### src/rtl/line_pkg.sv
// Shared coordinate widths, extractor states and line_coord packing.
package line_pkg;

    localparam int unsigned X_W    = 11;
    localparam int unsigned Y_W    = 10;
    localparam int unsigned LINE_W = 84;
    localparam int unsigned CNT_W  = 20;
    localparam int unsigned PAD_W  = LINE_W - 2 * (X_W + Y_W);

    typedef enum logic [1:0] {
        ACCUM   = 2'd0,
        RESOLVE = 2'd1,
        PUBLISH = 2'd2
    } extract_state_t;

    typedef struct packed {
        logic [X_W-1:0] x;
        logic [Y_W-1:0] y;
    } point_t;

    // Pack two endpoints into the renderer's 84-bit line format.
    function automatic logic [LINE_W-1:0] pack_line(
        input logic [X_W-1:0] x1,
        input logic [Y_W-1:0] y1,
        input logic [X_W-1:0] x2,
        input logic [Y_W-1:0] y2
    );
        return {x1, y1, x2, y2, {PAD_W{1'b0}}};
    endfunction

endpackage

### src/rtl/line_extent_tracker.sv
// Tracks leftmost, rightmost, top and bottom masked pixels plus a saturating count.
module line_extent_tracker
    import line_pkg::*;
(
    input  logic             clk_in,
    input  logic             rst_in,
    input  logic             clear,
    input  logic             sample,
    input  logic [X_W-1:0]   x,
    input  logic [Y_W-1:0]   y,
    output point_t           left,
    output point_t           right,
    output point_t           top,
    output point_t           bottom,
    output logic [CNT_W-1:0] count
);

    point_t pix;
    logic   seen;

    assign pix.x = x;
    assign pix.y = y;

    // Extreme-point update; strict compares keep the first pixel in raster order on ties.
    always_ff @(posedge clk_in or posedge rst_in) begin
        if (rst_in) begin
            left   <= '{x: {X_W{1'b1}}, y: '0};
            right  <= '0;
            top    <= '0;
            bottom <= '0;
            seen   <= 1'b0;
            count  <= '0;
        end else if (clear) begin
            left   <= '{x: {X_W{1'b1}}, y: '0};
            right  <= '0;
            top    <= '0;
            bottom <= '0;
            seen   <= 1'b0;
            count  <= '0;
        end else if (sample) begin
            if (!seen || (x < left.x))  left  <= pix;
            if (!seen || (x > right.x)) right <= pix;
            if (!seen)                  top   <= pix;
            bottom <= pix;
            seen   <= 1'b1;
            if (count != {CNT_W{1'b1}}) count <= count + CNT_W'(1);
        end
    end

endmodule

### src/rtl/line_extractor.sv
// Recovers the two endpoints of the crayon stroke from the per-frame mask stream.
module line_extractor
    import line_pkg::*;
#(
    parameter int unsigned H_ACTIVE   = 1280,
    parameter int unsigned V_ACTIVE   = 720,
    parameter int unsigned MIN_PIXELS = 16
) (
    input  logic              clk_in,
    input  logic              rst_in,
    input  logic [X_W-1:0]    hcount_in,
    input  logic [Y_W-1:0]    vcount_in,
    input  logic              mask_in,
    output logic [LINE_W-1:0] line_coord,
    output logic              coord_valid,
    output logic              line_found,
    output logic [CNT_W-1:0]  pixel_count
);

    extract_state_t   state, state_next;
    logic             active_c, frame_end_c;
    logic             sample_c, clear_c, publish_c, found_c;
    logic [X_W-1:0]   dx_c;
    logic [Y_W-1:0]   dy_c;
    point_t           left, right, top, bottom;
    point_t           a_c, b_c, p1_c, p2_c;
    logic [CNT_W-1:0] count;

    assign active_c    = (32'(hcount_in) < H_ACTIVE) && (32'(vcount_in) < V_ACTIVE);
    assign frame_end_c = (32'(hcount_in) == H_ACTIVE - 1) && (32'(vcount_in) == V_ACTIVE - 1);

    line_extent_tracker u_tracker (
        .clk_in (clk_in),
        .rst_in (rst_in),
        .clear  (clear_c),
        .sample (sample_c),
        .x      (hcount_in),
        .y      (vcount_in),
        .left   (left),
        .right  (right),
        .top    (top),
        .bottom (bottom),
        .count  (count)
    );

    // State register.
    always_ff @(posedge clk_in or posedge rst_in) begin
        if (rst_in) state <= ACCUM;
        else        state <= state_next;
    end

    // Next state; outputs are loaded while leaving RESOLVE so they show in the PUBLISH cycle.
    always_comb begin
        state_next = state;
        sample_c   = 1'b0;
        clear_c    = 1'b0;
        publish_c  = 1'b0;
        case (state)
            ACCUM: begin
                sample_c = mask_in && active_c;
                if (frame_end_c) state_next = RESOLVE;
            end
            RESOLVE: begin
                publish_c  = 1'b1;
                state_next = PUBLISH;
            end
            PUBLISH: begin
                clear_c    = 1'b1;
                state_next = ACCUM;
            end
            default: state_next = ACCUM;
        endcase
    end

    assign dx_c    = right.x - left.x;
    assign dy_c    = bottom.y - top.y;
    assign found_c = 32'(count) >= MIN_PIXELS;

    // Pick the dominant axis pair, then order it so x1 <= x2 (smaller y first on equal x).
    always_comb begin
        a_c  = left;
        b_c  = right;
        if (X_W'(dy_c) > dx_c) begin
            a_c = top;
            b_c = bottom;
        end
        p1_c = a_c;
        p2_c = b_c;
        if ((a_c.x > b_c.x) || ((a_c.x == b_c.x) && (a_c.y > b_c.y))) begin
            p1_c = b_c;
            p2_c = a_c;
        end
    end

    // Published result registers; line_coord only moves on a valid stroke.
    always_ff @(posedge clk_in or posedge rst_in) begin
        if (rst_in) begin
            line_coord  <= '0;
            coord_valid <= 1'b0;
            line_found  <= 1'b0;
            pixel_count <= '0;
        end else begin
            coord_valid <= publish_c;
            if (publish_c) begin
                pixel_count <= count;
                line_found  <= found_c;
                if (found_c) line_coord <= pack_line(p1_c.x, p1_c.y, p2_c.x, p2_c.y);
            end
        end
    end

endmodule

### config.mk
export PLATFORM = sky130hd
export DESIGN_NAME = line_extractor
export DESIGN_NICKNAME = d
export VERILOG_FILES = /design/src/rtl/line_pkg.sv /design/src/rtl/line_extent_tracker.sv /design/src/rtl/line_extractor.sv
export SDC_FILE = /design/constraint.sdc
export NUM_CORES = 1
export LEC_CHECK = 0
export ABC_AREA = 0
export ABC_CLOCK_PERIOD_IN_PS = 9500
export BUFFER_PORTS_ARGS = -buffer_cell sky130_fd_sc_hd__buf_4
export CORE_MARGIN = 1.5
export CORE_UTILIZATION = 41
export CTS_CLUSTER_DIAMETER = 120
export DETAILED_ROUTE_END_ITERATION = 10
export PLACE_DENSITY = 0.69
export SLEW_MARGIN = 20
export SYNTH_ARGS = -nofsm -noshare
export SYNTH_HDL_FRONTEND = slang
export SYNTH_SLANG_ARGS = --single-unit
### constraint.sdc
create_clock -name clk_in -period 9.5 [get_ports clk_in]
set_input_delay 1.9 -clock clk_in [delete_from_list [all_inputs] [get_ports clk_in]]
set_output_delay 1.9 -clock clk_in [all_outputs]
set_load 0.05 [all_outputs]
==> parameters.txt, run 1 <==
Parameter                              Value

Placed design
  GP Congestion    0.912
  Post-DP HPWL    21.0 mm
  Number of placed instances with taps included    1,610
  Standard cell area after detailed placement    0.0116 sq mm
  Port Buffer Count    87

Logic synthesis
  Number of distinct library cells after synthesis    63
  Gate count of the mapped netlist    1,253
  Number of warnings printed during yosys synthesis    0
  Async set or reset register ratio after synthesis    100%
  Cell area after synthesis    0.0109 sq mm
  EDFF count, synth    0
  Total of flip-flops plus latches after synthesis    171
  Proportion of synthesized chip area in sequential cells    39.5%
  Syn Area/Cell    8.68 sq um
  Post-synth top flop    sky130_fd_sc_hd__dfrtp_1

Pwr
  Internal cell power    2100 uW
  Sequential Power Share    25.0%
  Switching pwr    1940 uW
  Share of power burned in combinational logic    56.9%
  Leakage component of the power    0.00576 uW
  Peak supply drop    0.332 mV
  Power share of the clock group    18.1%
  Power density normalized to cell area    330 mW/mm^2
  Switching power as a share of total power    48.0%

Floorplan
  Overall die height    166 microns
  Total die area    0.0275 sq mm
  Initial Util    41.7%
  Width of the chip    166 microns
  Placeable core region    0.0261 sq mm
  Top Ports    130
  Row cnt    59

Finish
  NumNets Final    1,393
  Layout overhead on the synthesized area    12.4%
  Area of all placed cells without fillers    0.0122 sq mm
  N_diodes    0
  Layout Cells excl Fill    1,642
  Number of fill cells in the layout    2,551
  Share of post-route cells with drive strength above 1    12.9%

Timing
  Hold violation count in the final report    0
  Period utilization    70.5%
  # setup viols final    0
  Number of max-slew violations in the final report    0
  Transition at the pin with the smallest max-transition slack    1020 ps
  Setup repair after global routing missed its margin    false
  Final critical delay including setup and external delays    6700 ps
  Max Clk Rate    0.149 GHz
  Worst max-slew margin expressed relative to the limit    32.0%
  Clock Skew    10.9 ps
  Setup TNS    0 ps

Global route
  Vias in the first global route    8,837
  Total global routing overflow    0
  GRT Util Overall    22.2%
  Maximum number of pins on one net before global-route repair    92
  First-pass GRT wire length    48.9 mm
  Antenna violations before repair    0

Worst setup path
  Launch point of the worst reg-to-reg path    u_tracker.right[10]$_DFFE_PP0P_
  Endpoint type of the worst setup path    flop
  CP Launch Type    flop
  Arrival time of the worst setup path    7020 ps
  Worst-case register-to-register setup slack    2800 ps
  Required arrival time at the worst endpoint    9820 ps
  Crit-path max FO    79
  Origin of the worst setup path    u_tracker.right[10]$_DFFE_PP0P_
  Crit path to    line_coord[56]$_DFFE_PP0P_
  Worst reg2reg path depth    26
  Type of the worst setup path    reg -> reg
  Capture instance of the worst register-to-register path    line_coord[56]$_DFFE_PP0P_

Routing
  Routed WL    30.2 mm
  Top routing layer used    met4
  Wire length on met3    2.04 mm
  Overall via count from detail_route    9,465
  Wl on met1    14.3 mm
  DR vias/cell    5.76
  Number of design rule violations left after detail routing    0
  Total length of routed met2 wires    13.4 mm
  Routed len/inst    18.4 microns
  Number of detailed-route iterations in the first pass    5
  Violation count after the first detailed-routing iteration    746
  Antenna Violating Nets Remaining    0

Clock tree
  TritonCTS clock tree    yes
  CTS sink cnt    171
  Post-CTS sizing    0
  Clock insertion delay at the later pin of the skew report    440 ps
  Number of buffers created by CTS    17
  Buffer levels on the longest clock path    2
  Root cell of the clock tree    sky130_fd_sc_hd__clkbuf_16
  Post-CTS repair timing setup buffer count    0
  Hold-fix buffer count after cts    0
  CTS H-Tree Depth    4
  Post-CTS clock slew at the launch and capture registers of the worst setup and hold paths    70 ps

Run
  Max-cap violations    0

Worst hold path
  Type of the tightest min-delay check    reg -> reg

Run status
  Run status    completed
==> how the worst min path moves through the flow <==
| stage | depth (start not counted) | startpoint | slack [ps] | to |
|---|---|---|---|---|
| after floorplan | 2 | u_tracker.bottom[11]$_DFFE_PP0P_ | 500 | u_tracker.bottom[11]$_DFFE_PP0P_ |
| after global placement | 2 | pixel_count[7]$_DFFE_PP0P_ | 470 | pixel_count[7]$_DFFE_PP0P_ |
| after detailed placement | 2 | pixel_count[19]$_DFFE_PP0P_ | 460 | pixel_count[19]$_DFFE_PP0P_ |
| after CTS | 1 | line_found$_DFFE_PP0P_ | 490 | line_found$_DFFE_PP0P_ |
| after global routing | 1 | line_found$_DFFE_PP0P_ | 500 | line_found$_DFFE_PP0P_ |
| final | 1 | line_found$_DFFE_PP0P_ | 480 | line_found$_DFFE_PP0P_ |
==> registers in the layout, summed over array words and instances, names as in the netlist <==
name              flops
line_coord           42
state                 2
u_tracker.top        21
u_tracker.count      20
coord_valid           1
u_tracker.bottom     21
u_tracker.seen        1
pixel_count          20
u_tracker.right      21
line_found            1
u_tracker.left       21
==> per-layer routing <==
layer | GRT usage [%] | vias to the layer above
li1 | - | 4468
met1 | 33.0 | 4623
met2 | 32.7 | 341
met3 | 3.88 | 33
met4 | 6.54 | 0
met5 | 0 | -
==> synthesized netlist by cell type (all sizes together), types with 23 or more instances <==
library cell  count  share of area (%)
xnor2            23                1.9
inv              63                2.2
ha               73                8.4
nor3             69                3.2
clkbuf           61                2.1
nand3            24                1.1
dfrtp           160                 37
a21oi           105                4.8
a21o             25                1.7
a211oi           45                3.3
nand2           166                5.7
a221oi           42                3.4
nor2             77                2.7
buf              60                3.7
o21ai            67                3.1
and2             24                1.4
==> placed cells by master, fill, tap and decap left out, types with 62 or more instances in the layout <==
cell                        n
sky130_fd_sc_hd__nor2_1    77
sky130_fd_sc_hd__a21oi_1  105
sky130_fd_sc_hd__nand2_1  165
sky130_fd_sc_hd__dfrtp_1  160
sky130_fd_sc_hd__nor3_1    69
sky130_fd_sc_hd__o21ai_0   64
sky130_fd_sc_hd__buf_4    101
sky130_fd_sc_hd__ha_1      73
sky130_fd_sc_hd__inv_1     62
==> critical path: stages (launching register included) <==
cell,delay [ps]
sky130_fd_sc_hd__dfrtp_1,470
sky130_fd_sc_hd__inv_1,130
sky130_fd_sc_hd__ha_1,200
sky130_fd_sc_hd__inv_1,60
sky130_fd_sc_hd__fa_1,410
sky130_fd_sc_hd__a21oi_1,290
sky130_fd_sc_hd__o2111ai_1,160
sky130_fd_sc_hd__o311ai_0,170
sky130_fd_sc_hd__xor2_1,170
sky130_fd_sc_hd__ha_1,350
sky130_fd_sc_hd__a21o_1,120
sky130_fd_sc_hd__a211o_1,120
sky130_fd_sc_hd__a211oi_1,60
sky130_fd_sc_hd__nor4_4,240
sky130_fd_sc_hd__buf_4,660
sky130_fd_sc_hd__and2_2,270
sky130_fd_sc_hd__buf_4,540
sky130_fd_sc_hd__a21oi_1,160
sky130_fd_sc_hd__ha_1,350
sky130_fd_sc_hd__nand4_1,110
sky130_fd_sc_hd__nor3_1,380
sky130_fd_sc_hd__o2111ai_1,210
sky130_fd_sc_hd__nand3_1,130
sky130_fd_sc_hd__nand2_1,50
sky130_fd_sc_hd__buf_4,300
sky130_fd_sc_hd__a221oi_1,300
sky130_fd_sc_hd__nor3_1,90
==> metrics by stage <==
step,utilization (%),hold slack (ps),setup slack (ps),power (uW)
final,46.9,477,2800,4030
after global routing,46.9,503,2340,4360
after CTS,46.9,485,2890,4020
after detailed placement,44.6,464,2910,3280
after global placement,44.6,465,3140,3220
after floorplan,-,496,2990,2800
==> power groups by stage <==
stage | logic (uW) | clock network, uW | registers [uW]
after floorplan | 1860 | 0 | 943
after CTS | 2280 | 747 | 998
after global routing | 2560 | 780 | 1020
after global placement | 2210 | 0 | 1010
final | 2300 | 731 | 1010
after detailed placement | 2260 | 0 | 1010
==> layout make-up <==
type | instances | area [sq um] | area share, %
Multi-Input combinational cell | 938 | 5890 | 48.2
Sequential cell | 171 | 4290 | 35.1
Timing Repair Buffer | 102 | 769 | 6.29
Clock buffer | 20 | 457 | 3.73
Tap cell | 335 | 419 | 3.43
Inverter | 64 | 245 | 2.01
Clock inverter | 12 | 151 | 1.24
==> kinds of logic (layout without fill, tap and decap cells) <==
| group | Yosys count | after routing | share of synthesized area (%) |
|---|---|---|---|
| mux | 22 | 22 | 2.12 |
| other cells | 1 | 42 | 0.0345 |
| flops | 171 | 171 | 39.5 |
| buf+inv | 185 | 198 | 8.05 |
| fa+ha+maj | 75 | 75 | 8.77 |
| compound gates | 342 | 342 | 20.8 |
| xor+xnor | 33 | 33 | 2.66 |
| simple gates | 424 | 424 | 18.1 |
(Power assumes the default switching activity.)
==> run 2, diff against run 1 <==
--- a/config.mk
+++ b/config.mk
@@ -6,13 +6,13 @@
 export NUM_CORES = 1
 export LEC_CHECK = 0
 export ABC_AREA = 0
-export ABC_CLOCK_PERIOD_IN_PS = 9500
+export ABC_CLOCK_PERIOD_IN_PS = 5530
 export BUFFER_PORTS_ARGS = -buffer_cell sky130_fd_sc_hd__buf_4
 export CORE_MARGIN = 1.5
 export CORE_UTILIZATION = 41
 export CTS_CLUSTER_DIAMETER = 120
 export DETAILED_ROUTE_END_ITERATION = 10
-export PLACE_DENSITY = 0.69
+export PLACE_DENSITY = 0.71
 export SLEW_MARGIN = 20
 export SYNTH_ARGS = -nofsm -noshare
 export SYNTH_HDL_FRONTEND = slang
==> constraint.sdc (replaced) <==
create_clock -name clk_in -period 5.53 [get_ports clk_in]
set_input_delay 1.106 -clock clk_in [delete_from_list [all_inputs] [get_ports clk_in]]
set_output_delay 1.106 -clock clk_in [all_outputs]
set_load 0.05 [all_outputs]
==> parameters.txt, run 2 (synthesis gave the netlist of run 1 again) <==
Parameter                              Value

Run status
  Run status    complete, but fails checks
  Violated checks    negative setup slack

Worst setup path
  Crit-path leading delay family    compound AO/OA/AOI/OAI gates
  Crit-path max FO    10 (-87%)
  Type of the worst setup path    reg -> reg
  Worst-case register-to-register setup slack    -20 ps (-2820 ps)
  Endpoint type of the worst setup path    flop
  Required arrival time at the worst endpoint    5830 ps (-3990 ps)
  Worst Path Buf+Inv    6 (+1)
  Slowest stage cell, crit path    sky130_fd_sc_hd__dfrtp_1
  Origin of the worst setup path    u_tracker.bottom[0]$_DFFE_PP0P_
  CP Launch Type    flop
  Stage delay of the slowest cell on the critical path    390 ps (-270 ps)
  Worst reg2reg path depth    29 (+12%)
  Launch point of the worst reg-to-reg path    u_tracker.bottom[0]$_DFFE_PP0P_
  Capture instance of the worst register-to-register path    line_coord[50]$_DFFE_PP0P_
  Arrival time of the worst setup path    5850 ps (-1170 ps)
  Crit. path cell count    29 (+12%)
  Crit path to    line_coord[50]$_DFFE_PP0P_

Global route
  Antenna violations before repair    0 (unchanged)
  First-pass GRT wire length    50.8 mm (+3.8%)
  GRT Util Overall    22.9% (+0.75 points)
  Maximum number of pins on one net before global-route repair    128 (+39%)
  Vias in the first global route    9,244 (+4.6%)
  Total global routing overflow    0 (unchanged)

Routing
  Routed len/inst    20.1 microns (+9.6%)
  Violation count after the first detailed-routing iteration    948 (+27%)
  Number of detailed-route iterations in the first pass    7 (+2)
  Antenna Violating Nets Remaining    0 (unchanged)
  Overall via count from detail_route    10,100 (+6.8%)
  DR vias/cell    5.85 (+1.6%)
  Routed WL    34.8 mm (+15%)
  Number of design rule violations left after detail routing    0 (unchanged)

Finish
  Most frequent cells in the layout    sky130_fd_sc_hd__nand2_1 (161), sky130_fd_sc_hd__dfrtp_1 (160), sky130_fd_sc_hd__buf_4 (158), sky130_fd_sc_hd__a21oi_1 (94), sky130_fd_sc_hd__nor2_1 (77)
  Share of post-route cells with drive strength above 1    27.2% (+14 points)
  N_diodes    0 (unchanged)
  Most frequent standard cell in the layout excluding fill and tap cells    sky130_fd_sc_hd__nand2_1
  Layout Cells excl Fill    1,727 (+5.2%)
  NumNets Final    1,479 (+6.2%)
  Max reg flops    42 (unchanged)
  Register with the most flip-flops    line_coord
  Layout overhead on the synthesized area    29.9%
  Number of fill cells in the layout    2,263 (-11%)
  Final design utilization    54.2% (+7.3 points)

Run
  Max-cap violations    0 (unchanged)

Placed design
  GP Congestion    0.927 (+1.7%)
  Port Buffer Count    87 (unchanged)
  Post-DP HPWL    22.0 mm (+4.5%)
  Number of placed instances with taps included    1,665 (+3.4%)

Timing
  Least setup slack across all paths after layout    -19.2 ps (-2820 ps)
  Setup TNS    -19.2 ps (-19.2 ps)
  Hold violation count in the final report    0 (unchanged)
  Transition at the pin with the smallest max-transition slack    877 ps (-144 ps)
  # setup viols final    1 (+1)
  Number of max-slew violations in the final report    0 (unchanged)
  Setup repair after global routing missed its margin    true
  Final critical delay including setup and external delays    5550 ps (-1150 ps)
  Worst max-slew margin expressed relative to the limit    41.6% (+9.6 points)
  Period utilization    100% (+30 points)
  Max Clk Rate    0.180 GHz (+21%)
  Clock Skew    14.4 ps (+3.56 ps)

Floorplan
  Placeable core region    0.0261 sq mm (unchanged)
  Width of the chip    166 microns (unchanged)
  Total die area    0.0275 sq mm (unchanged)
  Top Ports    130 (unchanged)
  Initial Util    41.7% (unchanged)
  Row cnt    59 (unchanged)
  Overall die height    166 microns (unchanged)

Clock tree
  CTS sink cnt    171 (unchanged)
  TritonCTS clock tree    yes
  Clock insertion delay at the later pin of the skew report    440 ps (about the same)
  Buffer levels on the longest clock path    2 (unchanged)
  Number of buffers created by CTS    17 (unchanged)
  CTS H-Tree Depth    4 (unchanged)
  Post-CTS clock slew at the launch and capture registers of the worst setup and hold paths    70 ps (about the same)
  Root cell of the clock tree    sky130_fd_sc_hd__clkbuf_16
  Hold-fix buffer count after cts    0 (unchanged)

Pwr
  Peak supply drop    0.423 mV (+27%)
  Leakage component of the power    0.00648 uW (+13%)
  Power density normalized to cell area    665 mW/mm^2 (+100%)

Worst hold path
  Type of the tightest min-delay check    reg -> reg
-- run 2: layout make-up --
class	instances	area, sq um	area share [%]
repair buffers	188	1780	12.6
clock buffers	19	453	3.21
flip-flops and latches	171	4290	30.4
multi-input cells	938	6790	48.1
well taps	335	419	2.97
inverters	64	246	1.75
clock inverters	12	136	0.966
-- run 2: worst min-delay path by stage --
| stage | to | cells after the start | slack (ps) | start |
|---|---|---|---|---|
| 2_1_floorplan | u_tracker.bottom[11]$_DFFE_PP0P_ | 2 | 500 | u_tracker.bottom[11]$_DFFE_PP0P_ |
| 3_3_place_gp | u_tracker.seen$_DFFE_PP0P_ | 2 | 460 | u_tracker.seen$_DFFE_PP0P_ |
| 3_5_place_dp | pixel_count[9]$_DFFE_PP0P_ | 2 | 460 | pixel_count[9]$_DFFE_PP0P_ |
| 4_1_cts | u_tracker.seen$_DFFE_PP0P_ | 2 | 480 | u_tracker.seen$_DFFE_PP0P_ |
| 5_1_grt | u_tracker.seen$_DFFE_PP0P_ | 2 | 510 | u_tracker.seen$_DFFE_PP0P_ |
| 6_report | u_tracker.seen$_DFFE_PP0P_ | 2 | 480 | u_tracker.seen$_DFFE_PP0P_ |
-- run 2: tightest hold or removal path, stage by stage (launching register included) --
cell,delay (ps)
sky130_fd_sc_hd__dfrtp_1,340
sky130_fd_sc_hd__nand2_1,50
sky130_fd_sc_hd__nand2_1,50
-- run 2: through the flow --
stage	total power, uW	cell area (sq um)	hold WS (ps)	setup WS, ps
6_report	9390	14100	478	-19.2
5_1_grt	10000	14100	507	-210
2_1_floorplan	4810	11000	496	29.3
3_5_place_dp	6330	12100	465	-151
3_3_place_gp	6240	12100	460	-78.1
4_1_cts	7730	12800	482	0.593
-- run 2: repair_timing --
| action | in CTS | in global routing |
|---|---|---|
| setup endpoints to repair | 42 | 42 |
| cloned | 3 | 13 |
| setup buffers | 4 | 11 |
| pin swaps | 9 | 51 |
| gates resized for setup | 26 | 162 |
-- run 2: routing by layer --
metal	global-route usage [%]	vias to the layer above	part of all wire [%]
li1	-	4635	-
met2	34.7	438	46
met5	0	-	0
met4	6.93	0	3.7
met3	4.65	81	7.0
met1	32.9	4956	44
-- run 2: power breakdown --
part / switching [uW] / internal (uW)
Clock: 526 / 692
Combinational: 3690 / 2740
Sequential: 267 / 1470
Total: 4490 / 4900
==> run 3, diff against run 2 <==
--- a/config.mk
+++ b/config.mk
@@ -12,6 +12,7 @@
 export CORE_UTILIZATION = 41
 export CTS_CLUSTER_DIAMETER = 120
 export DETAILED_ROUTE_END_ITERATION = 10
+export GPL_TIMING_DRIVEN = 0
 export PLACE_DENSITY = 0.71
 export SLEW_MARGIN = 20
 export SYNTH_ARGS = -nofsm -noshare
==> parameters.txt, run 3 (synthesis gave the netlist of run 1 again) <==
Parameter                              Value

Run status
  Run status    complete, but fails checks
  Violated checks    negative setup slack

Placed design
  Post-DP HPWL    27.3 mm (+24%)
  Port Buffer Count    87 (unchanged)
  Number of placed instances with taps included    1,721 (+3.4%)
  GP Congestion    0.958 (+3.4%)

Routing
  Routed len/inst    20.8 microns (+3.1%)
  Antenna Violating Nets Remaining    0 (unchanged)
  Number of design rule violations left after detail routing    0 (unchanged)
  Wl on met1    15.9 mm (+4.8%)
  Total length of routed met2 wires    17.6 mm (+10%)
  Top routing layer used    met4
  Violation count after the first detailed-routing iteration    713 (-25%)
  Overall via count from detail_route    10,200 (+1.1%)
  DR vias/cell    5.72 (-2.3%)
  Routed WL    37.1 mm (+6.7%)
  Wire length on met3    2.44 mm (+0.62%)
  Number of detailed-route iterations in the first pass    5 (-2)

Pwr
  Power density normalized to cell area    643 mW/mm^2 (-3.3%)
  Peak supply drop    0.829 mV (+96%)
  Leakage component of the power    0.00662 uW (+2.0%)

Floorplan
  Initial Util    41.7% (unchanged)
  Overall die height    166 microns (unchanged)
  Row cnt    59 (unchanged)
  Placeable core region    0.0261 sq mm (unchanged)
  Width of the chip    166 microns (unchanged)
  Total die area    0.0275 sq mm (unchanged)
  Top Ports    130 (unchanged)

Worst setup path
  Required arrival time at the worst endpoint    5860 ps (+30 ps)
  Endpoint type of the worst setup path    flop
  Crit-path max FO    6 (-4)
  Type of the worst setup path    reg -> reg
  Stage delay of the slowest cell on the critical path    420 ps (+30 ps)
  Cell repeated most along the worst path    sky130_fd_sc_hd__a21o_1
  Arrival time of the worst setup path    6080 ps (+230 ps)
  CP Launch Type    flop
  Slowest stage cell, crit path    sky130_fd_sc_hd__dfrtp_2

Finish
  Layout overhead on the synthesized area    33.6%
  NumNets Final    1,537 (+3.9%)
  N_diodes    0 (unchanged)
  Most frequent standard cell in the layout excluding fill and tap cells    sky130_fd_sc_hd__nand2_1
  Number of fill cells in the layout    2,356 (+4.1%)
  Register with the most flip-flops    line_coord
  Max reg flops    42 (unchanged)
  Layout Cells excl Fill    1,786 (+3.4%)
  Most frequent cells in the layout    sky130_fd_sc_hd__nand2_1 (162), sky130_fd_sc_hd__buf_4 (157), sky130_fd_sc_hd__dfrtp_1 (156), sky130_fd_sc_hd__a21oi_1 (90), sky130_fd_sc_hd__nor2_1 (77)
  Final design utilization    55.8% (+1.6 points)
  Share of post-route cells with drive strength above 1    28.0% (+0.75 points)

Run
  Max-cap violations    0 (unchanged)

Timing
  # setup viols final    42 (+41)
  Number of max-slew violations in the final report    0 (unchanged)
  Max Clk Rate    0.174 GHz (-3.5%)
  Setup repair after global routing missed its margin    true
  Period utilization    104% (+3.7 points)
  Worst max-slew margin expressed relative to the limit    12.0% (-30 points)
  Clock Skew    12.5 ps (-1.90 ps)
  Transition at the pin with the smallest max-transition slack    1320 ps (+443 ps)
  Hold violation count in the final report    0 (unchanged)
  Final critical delay including setup and external delays    5750 ps (+203 ps)
  Least setup slack across all paths after layout    -222 ps (-203 ps)

Clock tree
  Hold-fix buffer count after cts    0 (unchanged)
  Root cell of the clock tree    sky130_fd_sc_hd__clkbuf_16
  TritonCTS clock tree    yes
  Number of buffers created by CTS    17 (unchanged)
  Buffer levels on the longest clock path    2 (unchanged)
  CTS sink cnt    171 (unchanged)
  CTS H-Tree Depth    4 (unchanged)
  Post-CTS clock slew at the launch and capture registers of the worst setup and hold paths    70 ps (about the same)
  Clock insertion delay at the later pin of the skew report    450 ps (about the same)

Global route
  Maximum number of pins on one net before global-route repair    35 (-73%)
  Vias in the first global route    9,953 (+7.7%)
  First-pass GRT wire length    57.2 mm (+13%)
  Total global routing overflow    0 (unchanged)
  GRT Util Overall    26.7% (+3.8 points)
  Antenna violations before repair    0 (unchanged)

Worst hold path
  Type of the tightest min-delay check    reg -> reg
## run 3: cell type report
cell class	count	area [sq um]	share of cell area [%]
clock inverters	15	158	1.08
plain buffers	119	852	5.86
multi-input cells	939	7050	48.5
repair buffers	126	1080	7.47
flip-flops and latches	171	4300	29.6
clock buffers	17	425	2.93
well taps	335	419	2.88
inverters	64	244	1.68
## run 3: per-layer routing
layer  vias to the layer above  track usage [%]
li1                       4754                -
met1                      4999             35.6
met5                         -                0
met3                        69             4.91
met4                         0             11.0
met2                       396             42.8
## run 3: repair_timing
action,CTS,global route
gates cloned,6,1
gates resized for setup,157,130
endpoints found under the setup margin,42,42
pin swaps,20,40
buffers inserted,18,10
## run 3: report_power, final
part / internal, uW / switching (uW)
sequential: 1470 / 307
combinational: 2340 / 4000
clock: 638 / 590
total: 4450 / 4890
## run 3: through the flow
stage	worst slack [ps]	TNS, ps	hold slack [ps]	total power [uW]	cell area [sq um]
3_5_place_dp	-1510	-57980	464	6100	12200
3_3_place_gp	-1510	-57370	464	6050	12100
2_1_floorplan	29.3	0	496	4810	11000
6_report	-222	-6360	478	9340	14500
5_1_grt	-440	-15590	495	9890	14500
4_1_cts	-102	-2720	482	8310	13700
## run 3: worst max-delay path, delay by kind of cell (launching register included)
kind,cells,cell delay (ps)
AOI/OAI and AO/OA,7,1470
and+or+nand+nor,9,1280
adders and majority gates,4,1230
buffers and inverters,6,920
DFF,1,420
xor gates and xnor gates,1,330
## run 3: worst paths after layout
path,endpoint,startpoint,depth (start not counted),slack [ps]
min in group asynchronous,u_tracker.right[18]$_DFFE_PP0P_,rst_in,2,770
max reg2reg,line_coord[82]$_DFFE_PP0P_,u_tracker.right[10]$_DFFE_PP0P_,27,-220
max in group asynchronous,line_coord[68]$_DFFE_PP0P_,rst_in,4,3940
max,line_coord[82]$_DFFE_PP0P_,u_tracker.right[10]$_DFFE_PP0P_,27,-220
min reg2reg,pixel_count[3]$_DFFE_PP0P_,pixel_count[3]$_DFFE_PP0P_,2,480
min,pixel_count[3]$_DFFE_PP0P_,pixel_count[3]$_DFFE_PP0P_,2,480
